`src/rtl/alu_clock_gate_ctrl_pkg.sv`:
```
// Shared types and defaults for the ALU clock-gating controller.
package alu_cg_pkg;

  typedef enum logic [1:0] {
    CG_OFF  = 2'b00,
    CG_WAKE = 2'b01,
    CG_ON   = 2'b10
  } cg_state_t;

  localparam int CG_IDLE_CYC_DEF = 4;
  localparam int CG_STAT_W_DEF   = 32;

  localparam int CG_UNIT_AU = 0;
  localparam int CG_UNIT_LU = 1;

endpackage

```
`src/rtl/alu_clock_gate_ctrl_cell.sv`:
```
// Glitch-free clock gate: enable latched while clk is low, then ANDed with clk.
module clock_gate_cell (
  input  logic clk,
  input  logic en,
  output logic gclk
);

  logic en_l;

  always_latch begin
    if (!clk) en_l = en;
  end

  assign gclk = clk & en_l;

endmodule

```
`src/rtl/alu_clock_gate_ctrl.sv`:
```
// Per-unit clock-gating controller with wake handshake and idle timeout.
// Define ALU_CG_STATS_EN to build per-unit active-cycle counters on stat_cnt.
//
// state   | meaning
// CG_OFF  | unit clock gated off
// CG_WAKE | gate enabled, first gclk edge pending, request not yet accepted
// CG_ON   | clock running, requests accepted, idle counter counting down
module alu_clock_gate_ctrl
  import alu_cg_pkg::*;
#(
  parameter int N_UNITS  = 2,
  parameter int IDLE_CYC = CG_IDLE_CYC_DEF,
  parameter int UNIT_W   = (N_UNITS > 1) ? $clog2(N_UNITS) : 1,
  parameter int STAT_W   = CG_STAT_W_DEF
) (
  input  logic                      clk,
  input  logic                      rst_n,
  input  logic                      enable,
  input  logic                      req_valid,
  input  logic [UNIT_W-1:0]         req_unit,
  output logic                      req_ready,
  output logic [N_UNITS-1:0]        gclk,
  output logic [N_UNITS-1:0]        unit_on,
`ifdef ALU_CG_STATS_EN
  output logic [N_UNITS*STAT_W-1:0] stat_cnt,
`endif
  output logic                      err_unit
);

  localparam int CNT_W = (IDLE_CYC > 0) ? $clog2(IDLE_CYC + 1) : 1;
  localparam logic [CNT_W-1:0] IDLE_LD = CNT_W'(IDLE_CYC);

  logic [N_UNITS-1:0] accept;
  logic [N_UNITS-1:0] cell_gclk;
  logic               range_err;

  assign range_err = req_valid && (int'(req_unit) >= N_UNITS);
  assign req_ready = |accept;

  always_ff @(posedge clk or negedge rst_n) begin
    if (!rst_n) begin
      err_unit <= 1'b0;
    end else if (range_err) begin
      err_unit <= 1'b1;
    end
  end

  for (genvar u = 0; u < N_UNITS; u++) begin : g_unit
    cg_state_t        state;
    logic [CNT_W-1:0] cnt;
    logic             hit;

    assign hit       = enable && req_valid && (req_unit == UNIT_W'(u));
    assign accept[u] = hit && (state == CG_ON);
    assign unit_on[u] = (state != CG_OFF);

    always_ff @(posedge clk or negedge rst_n) begin
      if (!rst_n) begin
        state <= CG_OFF;
        cnt   <= '0;
      end else if (!enable) begin
        state <= CG_OFF;
        cnt   <= '0;
      end else begin
        case (state)
          CG_OFF: begin
            if (hit) state <= CG_WAKE;
          end
          CG_WAKE: begin
            state <= CG_ON;
            cnt   <= IDLE_LD;
          end
          CG_ON: begin
            if (hit) cnt <= IDLE_LD;
            else if (cnt == '0) state <= CG_OFF;
            else cnt <= cnt - CNT_W'(1);
          end
          default: state <= CG_OFF;
        endcase
      end
    end

    clock_gate_cell u_cg (
      .clk  (clk),
      .en   (unit_on[u]),
      .gclk (cell_gclk[u])
    );

    // Reset kills the gated clock immediately, even mid high phase.
    assign gclk[u] = cell_gclk[u] & rst_n;

`ifdef ALU_CG_STATS_EN
    logic [STAT_W-1:0] scnt;

    always_ff @(posedge clk or negedge rst_n) begin
      if (!rst_n) begin
        scnt <= '0;
      end else if (unit_on[u] && (scnt != '1)) begin
        scnt <= scnt + STAT_W'(1);
      end
    end

    assign stat_cnt[u*STAT_W +: STAT_W] = scnt;
`endif
  end

endmodule

```
`config.mk`:
```
export PLATFORM = sky130hd
export DESIGN_NAME = alu_clock_gate_ctrl
export DESIGN_NICKNAME = d
export VERILOG_FILES = /design/src/rtl/alu_clock_gate_ctrl_pkg.sv /design/src/rtl/alu_clock_gate_ctrl_cell.sv /design/src/rtl/alu_clock_gate_ctrl.sv
export SDC_FILE = /design/constraint.sdc
export NUM_CORES = 1
export LEC_CHECK = 0
export BUFFER_PORTS_ARGS = -buffer_cell sky130_fd_sc_hd__buf_4
export CORE_MARGIN = 1
export CORE_UTILIZATION = 45
export CTS_CLUSTER_DIAMETER = 150
export DETAILED_ROUTE_END_ITERATION = 16
export HOLD_SLACK_MARGIN = 0.08
export PLACE_DENSITY = 0.68
export SLEW_MARGIN = 20
export SYNTH_ARGS = -nofsm -noshare
export SYNTH_HDL_FRONTEND = slang
export SYNTH_SLANG_ARGS = --single-unit
```
`constraint.sdc`:
```
create_clock -name clk -period 3.1 [get_ports clk]
set_input_delay 0.62 -clock clk [delete_from_list [all_inputs] [get_ports clk]]
set_output_delay 0.62 -clock clk [all_outputs]
set_load 0.02 [all_outputs]
```
# Word level (Yosys, flattened, before mapping)
# Index checks and enable logic that the tools add are counted.
[classes]
eq_ne = 14
n_reduce_logical = 16
n_bitwise = 5
add_sub_neg = 2
n_mux = 20
[op_table]
columns = ["cell", "n"]
rows = [
  ["$mux 3", 6],
  ["$mux 2", 8],
  ["$ne 3x3->1 const B", 4],
  ["$pmux 2 s3", 2],
  ["$pmux 3 s2", 2],
  ["$ne 4x4->1 const B", 2],
  ["$logic_not 3->1", 2],
  ["$ne 3x1->1 const B", 2],
  ["$ne 3x2->1 const B", 2],
  ["$reduce_and 3->1", 2],
  ["$sub 3x1->3 const B", 2],
  ["$logic_and 1x1->1", 5],
  ["$and 1x1->1", 4],
  ["$eq 2x1->1 const B", 2],
  ["$eq 2x2->1 const B", 2],
  ["$logic_not 2->1", 2],
  ["$reduce_and 2->1", 2],
  ["$reduce_bool 2->1", 2],
  ["$mux 1", 2],
  ["$reduce_or 2->1", 1],
  ["$not 1->1", 1],
]
[totals]
output_inout_bits = 6
ff_bits = 10
word_cells = 63
latchBits = 2
input_bits = 5

# Depth between registers and ports, before layout
[logic_depth]
ltp_word = 5
depth_mapped = 5
ltp_nobuf = 5

# Hierarchy
# Synthesis repeated with hierarchy kept, for this count alone.
[unflattened]
hier_cells = 81
hier_area_um2 = 706.9
[modules_own_cells]
columns = ["module", "seq_area_each_um2", "cells_per_inst", "area_per_inst_um2", "n_inst"]
rows = [
  ["alu_clock_gate_ctrl", 250.2, 77, 664.4, 1],
  ["clock_gate_cell", 0.0, 2, 21.3, 2],
]

==> metrics.txt <==
run status=finished, violations left; failing checks=negative setup slack; Worst Path Max Fanout=1; total grt overflow=0; footprint of the multi-input gates=between 300 and 400 um2; Max Cap Viol=0; Compound-Gate Fraction of Synth Area=between 10% and 20%; first-pass GRT wire length=2220 um; dominant cell type by area after synthesis=dfrtp_1; reg2reg start=g_unit[1].state[0]$_DFFE_PN0P_; Hold Startpoint=req_unit; Clock power frac=approximately 50%; Cell variety after synth=29; final net count=95; post-DP HPWL=approximately 900 um; area occupied by registers=282 um2; unrepaired setup endpoints after global routing=true; Top FF cell, synth=dfrtp_1; switching share of power=26.8%; gpl congestion=approximately 0.83; R2R depth=1; Pleak=~0.38 nW; flop2flop setup slack=just under 0.8 ns; Mapped Area=between 600 and 700 um2; Die Y=40.6 um; core area=approximately 1400 um2; Post-CTS Setup Repair Bufs=0; Synth Net Count=80; layout cells sized above 1=28.2%; count of buffers from port buffering=9; Util after Layout=60.4%; Diodes inserted=0; FF-to-FF End=g_unit[1].u_cg.en_l$_DLATCH_N_; Starting Density=~50%; initial antenna violation count=0; P per Cell Area=approximately 480 nW/um2; mux contribution to synthesized area=under 10%; max-slew violation count=0; combinational share of power=about a tenth; Hold WC Path Type=primary input to flop; die width=just over 40 um; synthesis warning total=0; hold endpoint=g_unit[0].state[0]$_DFFE_PN0P_; largest family of logic cells by synthesized area=simple AND/OR/NAND/NOR gates; clock skew after layout=between 0.0002 and 0.00025 ns; Global Route Usage Sum=21.9%; Int Power=about 0.00029 W; Final ANT Viol Nets=0; Worst-Skew Late Latency=approximately 0.37 ns; xor/xnor share of the synthesized area=0%; drt wl/cell=~14 um; Initial DRT Pass Iterations=3; Setup crit start kind=latch; Peak VDD IR=0.365 mV; row cnt=13; Switch Pwr=0.000105 W; vias per cell=roughly 5.4; crit path DAT=approximately 2.6 ns; Mapped Cells=between 70 and 80; overall die area=~1600 um2; setup TNS=-0.252 ns; Area growth syn-to-layout=21.6%; clock slew at reported path FFs=~0.08 ns; Setup WS pre-CTS=0.292 ns; required time of the critical path=roughly 2.5 ns; crit end category=primary output; DR vias=approximately 540; Synth area leaders=dfrtp_1 (37%), ha_1 (7.5%), nand2b_1 (5.6%), o32ai_1 (5.2%), dlxtn_1 (4.5%); Post-synth EDFFs=0; Final Worst Setup Slack=-0.129 ns; WHS Path Cells=2; Post-synth ARST share=between 80% and 90%; vias in the first global route=~570; Post-Synth Simple-Gate Area=between 20% and 30%; Final Hold Viols=0; Avg Cell Area, Syn=around 9.4 um2; remaining routing DRC violations=0; CP Class=latch to primary output; largest net degree at the start of global routing=11; # IOs=11; final wirelength=~1400 um; Layout fillers=around 120; Initial DRC Count=3; number of synthesized register bits=12; Synth top area share=between 30 and 40%; Seq pwr share=40.7%; adder-cell share of the synthesized area=about 7.5%; WHS=between 0.4 and 0.5 ns; CTS tree=done; count of final setup violators=4
[metrics by stage]
step | instance area, um2 | instances | total power, W
2_1_floorplan | 671 | 71 | 0.000191
3_3_place_gp | 731 | 91 | 0.000207
3_5_place_dp | 731 | 91 | 0.000207
4_1_cts | 805 | 100 | 0.000388
5_1_grt | 816 | 100 | 0.000411
6_report | 816 | 100 | 0.000390
[registers in the layout, indices dropped and copies added (netlist names)]
| register | flops |
|---|---|
| g_unit.state | 4 |
| g_unit.cnt | 6 |
| g_unit.u_cg.en_l | 2 |
[cell type report]
cell class | count | share of cell area, %
Sequential cell | 12 | 34.5
Multi-Input combinational cell | 48 | 42.5
Tap cell | 15 | 2.30
Timing Repair Buffer | 8 | 7.67
Clock buffer | 10 | 9.66
Inverter | 7 | 3.37
[cell usage in the layout, fill, tap and decap left out, types with 2 or more instances in the layout]
cell	instances
a21oi_1	2
and3_4	2
buf_4	7
buf_6	2
clkbuf_4	7
dfrtp_1	10
ha_1	4
inv_1	5
mux2i_1	2
nand2_1	3
nand2b_1	6
nand3_1	4
nor2b_1	4
nor3_1	3
o21a_1	2
o32ai_1	4
or2_2	2
[synth_stat cells (2+ instances only)]
master and n:
o32ai_1 4, dlxtn_1 2, o21a_1 2, buf_4 3
mux2i_1 2, nand2b_1 6, a21oi_1 2, dfrtp_1 10
nor2b_1 4, nand3_1 4, ha_1 4, inv_1 5
nand2_1 3, nor3_1 3, or2_2 2, and3_1 2
[timing repair]
item | CTS | global route
hold endpoints to repair | 10 | 0
hold buffers | 1 | 0
endpoints found under the setup margin | 4 | 4
pin swaps | 1 | 0
resized for setup | 2 | 3
[routing by layer]
layer / wire [um] / vias up / global-route usage, % / share of wire [%]
met1: 695 / 248 / 27.5 / 51
met2: 583 / 15 / 31.0 / 43
li1: - / 278 / - / -
met4: 15 / 0 / 15.8 / 1.1
met3: 75 / 3 / 7.22 / 5.5
met5: 0 / - / 0 / 0
[power groups by stage]
stage	Clock [W]	Sequential [W]	Combinational, W
detailed placement	0.00000967	0.000161	0.0000360
CTS	0.000192	0.000158	0.0000377
global route	0.000210	0.000159	0.0000416
floorplan	0.00000579	0.000160	0.0000252
finish	0.000194	0.000159	0.0000376
global placement	0.00000967	0.000161	0.0000360
[critical path, stage by stage, from the launching register on]
cell	delay [ns]
dlxtn_2	0.40
and3_4	0.16
buf_6	0.11
[kinds of logic (layout without fill, tap and decap cells)]
logic type                 count (synthesis)  after routing
DFF                                       10             10
latches                                    2              2
AOI/OAI and AO/OA                         13             13
adders and majority gates                  4              4
and+or+nand+nor                           28             28
buffers and inverters                     11             25
other                                      1              1
muxes                                      2              2
[worst max path at each step]
stage / cells after the start / end / from
after floorplan: 1 / gclk[0] / g_unit[0].u_cg.en_l$_DLATCH_N_
after global placement: 2 / gclk[0] / g_unit[0].u_cg.en_l$_DLATCH_N_
after detailed placement: 2 / gclk[0] / g_unit[0].u_cg.en_l$_DLATCH_N_
after CTS: 2 / gclk[0] / g_unit[0].u_cg.en_l$_DLATCH_N_
after global routing: 2 / gclk[0] / g_unit[0].u_cg.en_l$_DLATCH_N_
final: 2 / gclk[0] / g_unit[0].u_cg.en_l$_DLATCH_N_
(Power assumes the default switching activity.)
